==> config.mk <==
export PLATFORM = sky130hd
export DESIGN_NAME = seq_divider
export DESIGN_NICKNAME = d
export VERILOG_FILES = /design/src/rtl/seq_divider.sv
export SDC_FILE = /design/constraint.sdc
export NUM_CORES = 1
export LEC_CHECK = 0
export CAP_MARGIN = 0
export CORE_MARGIN = 2
export CORE_UTILIZATION = 52
export CTS_BUF_LIST = sky130_fd_sc_hd__clkbuf_16
export CTS_CLUSTER_DIAMETER = 200
export DETAILED_ROUTE_END_ITERATION = 8
export HOLD_SLACK_MARGIN = 0.02
export PLACE_DENSITY = 0.78
export SETUP_SLACK_MARGIN = 0.15
export SLEW_MARGIN = 0
export SYNTH_ARGS = -nofsm -noshare
export SYNTH_HDL_FRONTEND = slang
export SYNTH_SLANG_ARGS = --single-unit
==> constraint.sdc <==
create_clock -name clk -period 2.4 [get_ports clk]
set_input_delay 0.24 -clock clk [delete_from_list [all_inputs] [get_ports clk]]
set_output_delay 0.24 -clock clk [all_outputs]
set_load 0.03 [all_outputs]
==> src/rtl/seq_divider.sv <==
// -----------------------------------------------------------------------------
// seq_divider : iterative restoring divider, one quotient bit per clock.
//
// Each iteration shifts the next dividend bit into the partial remainder R and
// trial-subtracts the divisor. The subtraction uses the add/sub datapath form:
// add ~B with carry-in 1. Carry-out 1 means no borrow, so the difference is kept
// and a 1 is shifted into Q. Carry-out 0 means R is restored and a 0 is
// shifted into Q.
//
// Handshake:
//   * start is accepted in IDLE only.
//   * busy is high from the cycle after acceptance until results are presented.
//   * done pulses for one cycle when quotient, remainder and div_by_zero update.
//
// Optional build macro: SEQ_DIVIDER_SIGNED_EN
//   When this macro is defined, the operands are two's complement. A PRE cycle
//   turns both operands into magnitudes. The unsigned core then runs. A POST
//   cycle applies the result signs: the quotient truncates toward zero and the
//   remainder takes the sign of the dividend.
// -----------------------------------------------------------------------------
module seq_divider #(
  parameter int WIDTH = 4
) (
  input  logic             clk,
  input  logic             rst_n,
  input  logic             start,
  input  logic [WIDTH-1:0] dividend,
  input  logic [WIDTH-1:0] divisor,
  output logic             busy,
  output logic             done,
  output logic [WIDTH-1:0] quotient,
  output logic [WIDTH-1:0] remainder,
  output logic             div_by_zero
);

  // The counter must be able to hold the value WIDTH itself.
  localparam int CW = $clog2(WIDTH + 1);

  typedef enum logic [2:0] {
    S_IDLE,
    S_CALC,
    S_FIN
`ifdef SEQ_DIVIDER_SIGNED_EN
    ,
    S_PRE,
    S_POST
`endif
  } state_t;

  state_t           r_state;
  state_t           w_state_next;

  logic [WIDTH-1:0] r_q;        // dividend in, quotient out (shift register)
  logic [WIDTH-1:0] r_d;        // captured divisor
  logic [WIDTH:0]   r_r;        // partial remainder
  logic [CW-1:0]    r_cnt;      // iterations still to run
  logic             r_dz;       // captured divisor was zero

  logic             r_busy;
  logic             r_done;
  logic [WIDTH-1:0] r_quotient;
  logic [WIDTH-1:0] r_remainder;
  logic             r_div_by_zero;

`ifdef SEQ_DIVIDER_SIGNED_EN
  logic             r_sgn_n;    // dividend was negative
  logic             r_sgn_d;    // divisor was negative
`endif

  // Trial subtraction datapath. It is WIDTH+1 bits wide, so the shifted
  // remainder can never overflow.
  logic [WIDTH:0]   w_shift;
  logic [WIDTH+1:0] w_trial;
  logic [WIDTH:0]   w_diff;
  logic             w_carry;
  logic             w_start_ok;
  logic             w_unused;

  // Shift the next dividend bit into the partial remainder.
  assign w_shift = {r_r[WIDTH-1:0], r_q[WIDTH-1]};

  // Add the inverted, zero-extended divisor with carry-in 1. Carry-out 1 means
  // there was no borrow.
  assign w_trial = {1'b0, w_shift}
                 + {1'b0, ~{1'b0, r_d}}
                 + {{(WIDTH + 1){1'b0}}, 1'b1};
  assign w_diff  = w_trial[WIDTH:0];
  assign w_carry = w_trial[WIDTH+1];

  // After any restore or subtract, the kept remainder is below the divisor.
  // Its top bit is therefore always zero and is never read back.
  assign w_unused = r_r[WIDTH];

  assign w_start_ok = (r_state == S_IDLE) && start;

`ifdef SEQ_DIVIDER_SIGNED_EN
  // Two's-complement negate in add/sub form: invert, then add one.
  function automatic logic [WIDTH-1:0] negate(input logic [WIDTH-1:0] a);
    return (~a) + {{(WIDTH - 1){1'b0}}, 1'b1};
  endfunction
`endif

  // State register.
  // NOTE: every clocked block uses non-blocking (<=) assignments. All
  //       registers then update together from values sampled before the edge.
  always_ff @(posedge clk or negedge rst_n) begin
    if (!rst_n) begin
      r_state <= S_IDLE;
    end else begin
      r_state <= w_state_next;
    end
  end

  // Next-state decode.
  // NOTE: the next-state signal gets a default before the case statement.
  //       Every path therefore assigns it, and no latch is inferred.
  always_comb begin
    w_state_next = r_state;
    unique case (r_state)
      S_IDLE: begin
        if (start) begin
          if (divisor == '0) begin
            w_state_next = S_FIN;
          end else begin
`ifdef SEQ_DIVIDER_SIGNED_EN
            w_state_next = S_PRE;
`else
            w_state_next = S_CALC;
`endif
          end
        end
      end
`ifdef SEQ_DIVIDER_SIGNED_EN
      S_PRE:  w_state_next = S_CALC;
      S_POST: w_state_next = S_FIN;
`endif
      S_CALC: begin
        if (r_cnt == CW'(1)) begin
`ifdef SEQ_DIVIDER_SIGNED_EN
          w_state_next = S_POST;
`else
          w_state_next = S_FIN;
`endif
        end
      end
      S_FIN:   w_state_next = S_IDLE;
      default: w_state_next = S_IDLE;
    endcase
  end

  // Operand capture, per-iteration shift/subtract, and sign fix-up.
  always_ff @(posedge clk or negedge rst_n) begin
    if (!rst_n) begin
      r_q     <= '0;
      r_d     <= '0;
      r_r     <= '0;
      r_cnt   <= '0;
      r_dz    <= 1'b0;
`ifdef SEQ_DIVIDER_SIGNED_EN
      r_sgn_n <= 1'b0;
      r_sgn_d <= 1'b0;
`endif
    end else begin
      unique case (r_state)
        S_IDLE: begin
          if (w_start_ok) begin
            r_d   <= divisor;
            r_cnt <= CW'(WIDTH);
`ifdef SEQ_DIVIDER_SIGNED_EN
            r_sgn_n <= dividend[WIDTH-1];
            r_sgn_d <= divisor[WIDTH-1];
`endif
            if (divisor == '0) begin
              // Preload the divide-by-zero results; FIN only copies them out.
              r_q  <= '1;
              r_r  <= {1'b0, dividend};
              r_dz <= 1'b1;
            end else begin
              r_q  <= dividend;
              r_r  <= '0;
              r_dz <= 1'b0;
            end
          end
        end
`ifdef SEQ_DIVIDER_SIGNED_EN
        S_PRE: begin
          // Turn both operands into magnitudes. The most-negative value maps
          // onto itself, which is its correct unsigned magnitude.
          if (r_sgn_n) r_q <= negate(r_q);
          if (r_sgn_d) r_d <= negate(r_d);
        end
        S_POST: begin
          if (r_sgn_n ^ r_sgn_d) r_q <= negate(r_q);
          if (r_sgn_n) r_r <= {1'b0, negate(r_r[WIDTH-1:0])};
        end
`endif
        S_CALC: begin
          r_r   <= w_carry ? w_diff : w_shift;
          r_q   <= {r_q[WIDTH-2:0], w_carry};
          r_cnt <= r_cnt - CW'(1);
        end
        default: begin
          // FIN: the working registers hold their values.
        end
      endcase
    end
  end

  // Registered outputs. Results change only when leaving FIN and are held
  // until the next FIN.
  always_ff @(posedge clk or negedge rst_n) begin
    if (!rst_n) begin
      r_busy        <= 1'b0;
      r_done        <= 1'b0;
      r_quotient    <= '0;
      r_remainder   <= '0;
      r_div_by_zero <= 1'b0;
    end else begin
      r_busy <= (w_state_next != S_IDLE);
      r_done <= (r_state == S_FIN);
      if (r_state == S_FIN) begin
        r_quotient    <= r_q;
        r_remainder   <= r_r[WIDTH-1:0];
        r_div_by_zero <= r_dz;
      end
    end
  end

  assign busy        = r_busy;
  assign done        = r_done;
  assign quotient    = r_quotient;
  assign remainder   = r_remainder;
  assign div_by_zero = r_div_by_zero;

endmodule

* After elaboration in Yosys (flattened, before gate mapping) *
Cells that the tools add are included.

storage, ports and cells
  output and inout port bits = 11
  bits in registers = 30
  logic and storage cells = 40

operators by class
  bitwise logic cells = 1
  reduce and logical (&&, ||, !) cells = 7
  eq/ne operators = 4
  mux-type cells = 14
  add/sub/neg operators = 3

operators with widths
  operator                                             count
  two-way mux 4 bit                                    5
  one-hot mux 4 bit (2 select lines)                   2
  one-hot mux 3 bit (2 select lines)                   2
  two-way mux 3 bit                                    3
  adder 5 x 5 -> 6 bit                                 1
  adder 6 x 1 -> 6 bit, second input constant          1
  equality test 3 x 1 -> 1 bit, second input constant  2
  NOT 4 -> 5 bit                                       1
  zero test 4 bit                                      1
  AND reduction 2 bit                                  2
  equality test 3 x 2 -> 1 bit, second input constant  1
  zero test 3 bit                                      1
  nonzero test 3 bit                                   1
  subtractor 3 x 1 -> 3 bit, second input constant     1
  two-way mux 2 bit                                    1
  inequality test 2 bit, second input constant         1
  nonzero test 2 bit                                   1
  logical AND 1 bit                                    1
  two-way mux 1 bit                                    1

* Depth between registers and ports, before layout *
  depth in word-level cells = 5
  mapped depth = 7
  depth with buffers taken out = 7

* Worst setup path after synthesis *
OpenSTA, ideal clock, no wires.

  path kind = register to register
  start = reg r_r[0]
  end = reg r_r[0]
  period minus slack after synthesis = 1.813 ns
  path slack = 0.587 ns
  cell stages (with the launch flop) = 7
  data arrival time = 1.731 ns
  cell sequence = dfrtp_1 -> ha_1 -> nor2b_1 -> o31a_1 -> nor3_4 -> mux2_1 -> o22ai_1

between the ends
  longest elaborated chain between the ends = 4

RTL lines
  item                                RTL line  source
  start, declared                     55        logic [WIDTH:0] r_r;
  start signal, assigned              176       r_r <= {1'b0, dividend};
  start signal, assigned              198       r_r <= w_carry ? w_diff : w_shift;
  adder 5 x 5 -> 6 bit                85        + {1'b0, ~{1'b0, r_d}}
  adder 6 x 1 -> 6 bit                86        + {{(WIDTH + 1){1'b0}}, 1'b1};
  two-way mux 4 bit                   198
  one-hot mux 4 bit (2 select lines)  164       unique case (r_state)

No other way between the ends.
A chain may end at the register's enable or synchronous reset.

* Worst setup path in the final report *
Ends and elaborated chain as after synthesis.

==> impl_metrics.env <==
export IMPL_port_buffers=21
export IMPL_gp_congestion=0.892
export IMPL_switchingPower_uw=733
export IMPL_cts_tree="built"
export IMPL_routedWlPerCell_um=14.8
export IMPL_crit_path_end="r_r[0]"
export IMPL_pwr_share_seq_pct=34.8
export IMPL_post_cts_setup_buffers=0
export IMPL_ioPinCount=22
export IMPL_die_area_sq_um=3100
export IMPL_dp_hpwl_um=1930
export IMPL_ant_nets=0
export IMPL_initial_core_util_pct=55.5
export IMPL_routed_via_density=5.56
export IMPL_vias=1028
export IMPL_synth_cell_type_count=33
export IMPL_syn_inst=126
export IMPL_yosys_warnings=0
export IMPL_final_util_pct=72.4
export IMPL_path_clk_slew_ns=0.05
export IMPL_grt_max_degree=31
export IMPL_power_internal_mw=1.48
export IMPL_finalSetupViolCount=0
export IMPL_numCtsBuffers=5
export IMPL_antenna_found_initial=0
export IMPL_rows=18
export IMPL_die_w_um=55.7
export IMPL_cts_buffer_depth=2
export IMPL_synth_seq_cells=30
export IMPL_r2r_start="r_r[0]"
export IMPL_sw_frac_of_total_pct=33.1
export IMPL_irDropWorstVdd_mv=0.911
export IMPL_fin_crit_sh_pct=83.3
export IMPL_crit_type="flip-flop to flip-flop"
export IMPL_fmax_ghz=0.500
export IMPL_cp_arrival_ns=2.18
export IMPL_p_per_area_nw_per_um2=1230
export IMPL_drc=0
export IMPL_slew_headroom_pct=56.7
export IMPL_holdBufCountCts=0
export IMPL_ctsResizeCount=0
export IMPL_status="completed"
export IMPL_crit_required_ns=2.58
export IMPL_diodes=0
export IMPL_die_y_um=55.7
export IMPL_comb_power_share_pct=33.6
export IMPL_hold_path_class="input pin to asynchronous set/reset pin"
export IMPL_p_leak_nw=0.836
export IMPL_finClkSkew_ns=0.00268
export IMPL_synth_avg_cell_area_sq_um=11.0
export IMPL_r2r_setup_slack_ns=0.40
export IMPL_ys_seq_area_share_pct=54.1
export IMPL_tns_ns=0
export IMPL_cp_max_fo=5
export IMPL_synthesis_area_sq_um=1390
export IMPL_dr_first_iter_drc_count=17
export IMPL_critPathCaptureType="flip-flop"
export IMPL_rsz0062_at_grt="false"
export IMPL_crit_path_start="r_r[0]"
export IMPL_crit_path_start_kind="flip-flop"
export IMPL_wl_um=2740
export IMPL_hold_violations=0
export IMPL_grt_usage_pct=20.0
export IMPL_slew_viol_final=0
export IMPL_grt_ovfl_total=0
export IMPL_cts_sink_count=30
export IMPL_htreeDepth=2
export IMPL_post_route_min_period_ns=2.00
export IMPL_clk_root_buffer_cell="clkbuf_16"
export IMPL_tightest_slew_ns=0.644
export IMPL_area_growth_pct=30.4
export IMPL_p_clk_share_pct=31.6
export IMPL_ff2ff_path_depth=6
export IMPL_syn_nets=144
export IMPL_nNetsFinal=172
export IMPL_core_area_sq_um=2500
export IMPL_reg2reg_to="r_r[0]"
export IMPL_drive_gt1_share_pct=9.68
export IMPL_clk_latency_ns=0.28
export IMPL_max_cap_violations=0
export IMPL_grt_first_pass_wirelength_um=4690
export IMPL_firstDrtPassIters=6
export IMPL_grt_pass1_vias=1014
-- flip-flops by register name, summed over array words and instances, names as in the netlist, 3 cells and up --
register / flops
remainder: 4
r_r: 4
r_cnt: 3
r_q: 4
r_state: 3
r_d: 4
quotient: 4
-- synthesized netlist by cell type --
| cell type | number | area share (%) |
|---|---|---|
| xor2_1 | 1 | 0.63 |
| o21ai_1 | 10 | 3.6 |
| conb_1 | 1 | 0.27 |
| a21oi_1 | 2 | 0.72 |
| mux2i_1 | 2 | 1.4 |
| nand2b_1 | 2 | 0.90 |
| nor3b_1 | 1 | 0.54 |
| and3_1 | 1 | 0.45 |
| o22ai_1 | 6 | 2.7 |
| mux2_1 | 10 | 8.1 |
| inv_2 | 1 | 0.27 |
| o211ai_1 | 1 | 0.54 |
| a31oi_1 | 2 | 0.90 |
| nor2b_1 | 1 | 0.45 |
| buf_2 | 2 | 0.72 |
| clkbuf_1 | 1 | 0.27 |
| dfrtp_1 | 30 | 54 |
| inv_1 | 8 | 2.2 |
| o31a_1 | 1 | 0.63 |
| o21a_1 | 1 | 0.54 |
| nor4b_2 | 1 | 1.1 |
| nor2_1 | 11 | 3.0 |
| nand3_1 | 1 | 0.36 |
| fa_1 | 1 | 1.4 |
| a32oi_1 | 1 | 0.63 |
| a211oi_1 | 1 | 0.54 |
| nor3_1 | 2 | 0.72 |
| nor3_4 | 1 | 1.2 |
| ha_1 | 6 | 5.4 |
| nand3b_1 | 1 | 0.54 |
| nand2_1 | 13 | 3.5 |
| nor4_2 | 1 | 0.90 |
| o21ai_0 | 2 | 0.72 |
-- layout by cell type, fill, tap and decap left out --
cell type and instances:
buf_4 3, a21oi_1 2, mux2_1 10, nor2b_1 1, inv_1 8, o21ai_0 2
mux2i_1 2, nand2b_1 2, nand3b_1 1, a211oi_1 1, nor2_1 11, nand2_1 13
ha_1 6, nor4_2 1, inv_2 1, nor3b_1 1, o22ai_1 6, o31a_1 1
a32oi_1 1, nor3_1 2, nor4b_2 1, o21a_1 1, xor2_1 1, clkinv_2 2
bufinv_16 1, clkbuf_16 5, conb_1 1, and3_1 1, o211ai_1 1, clkdlybuf4s50_1 21
nor3_4 1, fa_1 1, dfrtp_1 30, a31oi_1 2, o21ai_1 10, nand3_1 1
-- power groups by stage --
stage / logic (mW) / registers [mW] / clock network [mW]
2_1_floorplan: 0.400 / 0.863 / 0
3_3_place_gp: 0.711 / 0.771 / 0
3_5_place_dp: 0.743 / 0.777 / 0
4_1_cts: 0.753 / 0.771 / 0.710
5_1_grt: 0.813 / 0.793 / 0.734
6_report: 0.744 / 0.771 / 0.701
-- layer usage --
metal  track usage, %  vias to the layer above  part of all wire, %
met1             26.4                      493                   42
met4             9.41                        0                  1.7
met2             29.8                       35                   50
li1                 -                      495                    -
met5                0                        -                    0
met3             6.51                        5                  6.3
-- per-stage QoR --
step	hold slack, ns	total power, mW	std cells	instance area (sq um)	setup WS (ns)
2_1_floorplan	-0.0556	1.26	126	1390	0.587
3_3_place_gp	0.450	1.48	177	1640	0.542
3_5_place_dp	0.455	1.52	177	1640	0.448
4_1_cts	0.356	2.23	185	1810	0.392
5_1_grt	0.406	2.34	185	1810	0.280
6_report	0.344	2.22	185	1810	0.402
-- cell type report --
cell class                      count  area (sq um)
Inverter                            9          33.8
Tap cell                           30          37.5
Sequential cell                    30           751
Clock buffer                        5           125
Clock inverter                      3          40.0
Timing Repair Buffer               24           233
Fill cell                         172           691
Multi-Input combinational cell     84           589
-- kinds of logic (layout without fill, tap and decap cells) --
kind of cell / count (synthesis) / after routing / synth area share [%]
muxes: 12 / 12 / 9.56
and+or+nand+nor: 36 / 36 / 13.6
buffers and inverters: 12 / 41 / 3.43
xor gates and xnor gates: 1 / 1 / 0.631
AOI/OAI and AO/OA: 27 / 27 / 11.5
adders and majority gates: 7 / 7 / 6.85
other: 1 / 1 / 0.270
DFF: 30 / 30 / 54.1
-- how the worst min path moves through the flow --
stage | slack (ns) | from | depth (start not counted) | to
CTS | 0.36 | rst_n | 2 | done
global route | 0.41 | rst_n | 2 | done
floorplan | -0.06 | rst_n | 0 | busy
finish | 0.34 | rst_n | 2 | quotient[0]
detailed placement | 0.45 | r_cnt[2] | 1 | r_cnt[2]
global placement | 0.45 | r_cnt[2] | 1 | r_cnt[2]
-- worst max-delay path, stage by stage, from the launching register on --
cell and delay (ns):
dfrtp_1 0.43, ha_1 0.29, nor2b_1 0.14, o31a_1 0.28, nor3_4 0.23, mux2_1 0.36, o22ai_1 0.18
(Power assumes the default switching activity.)
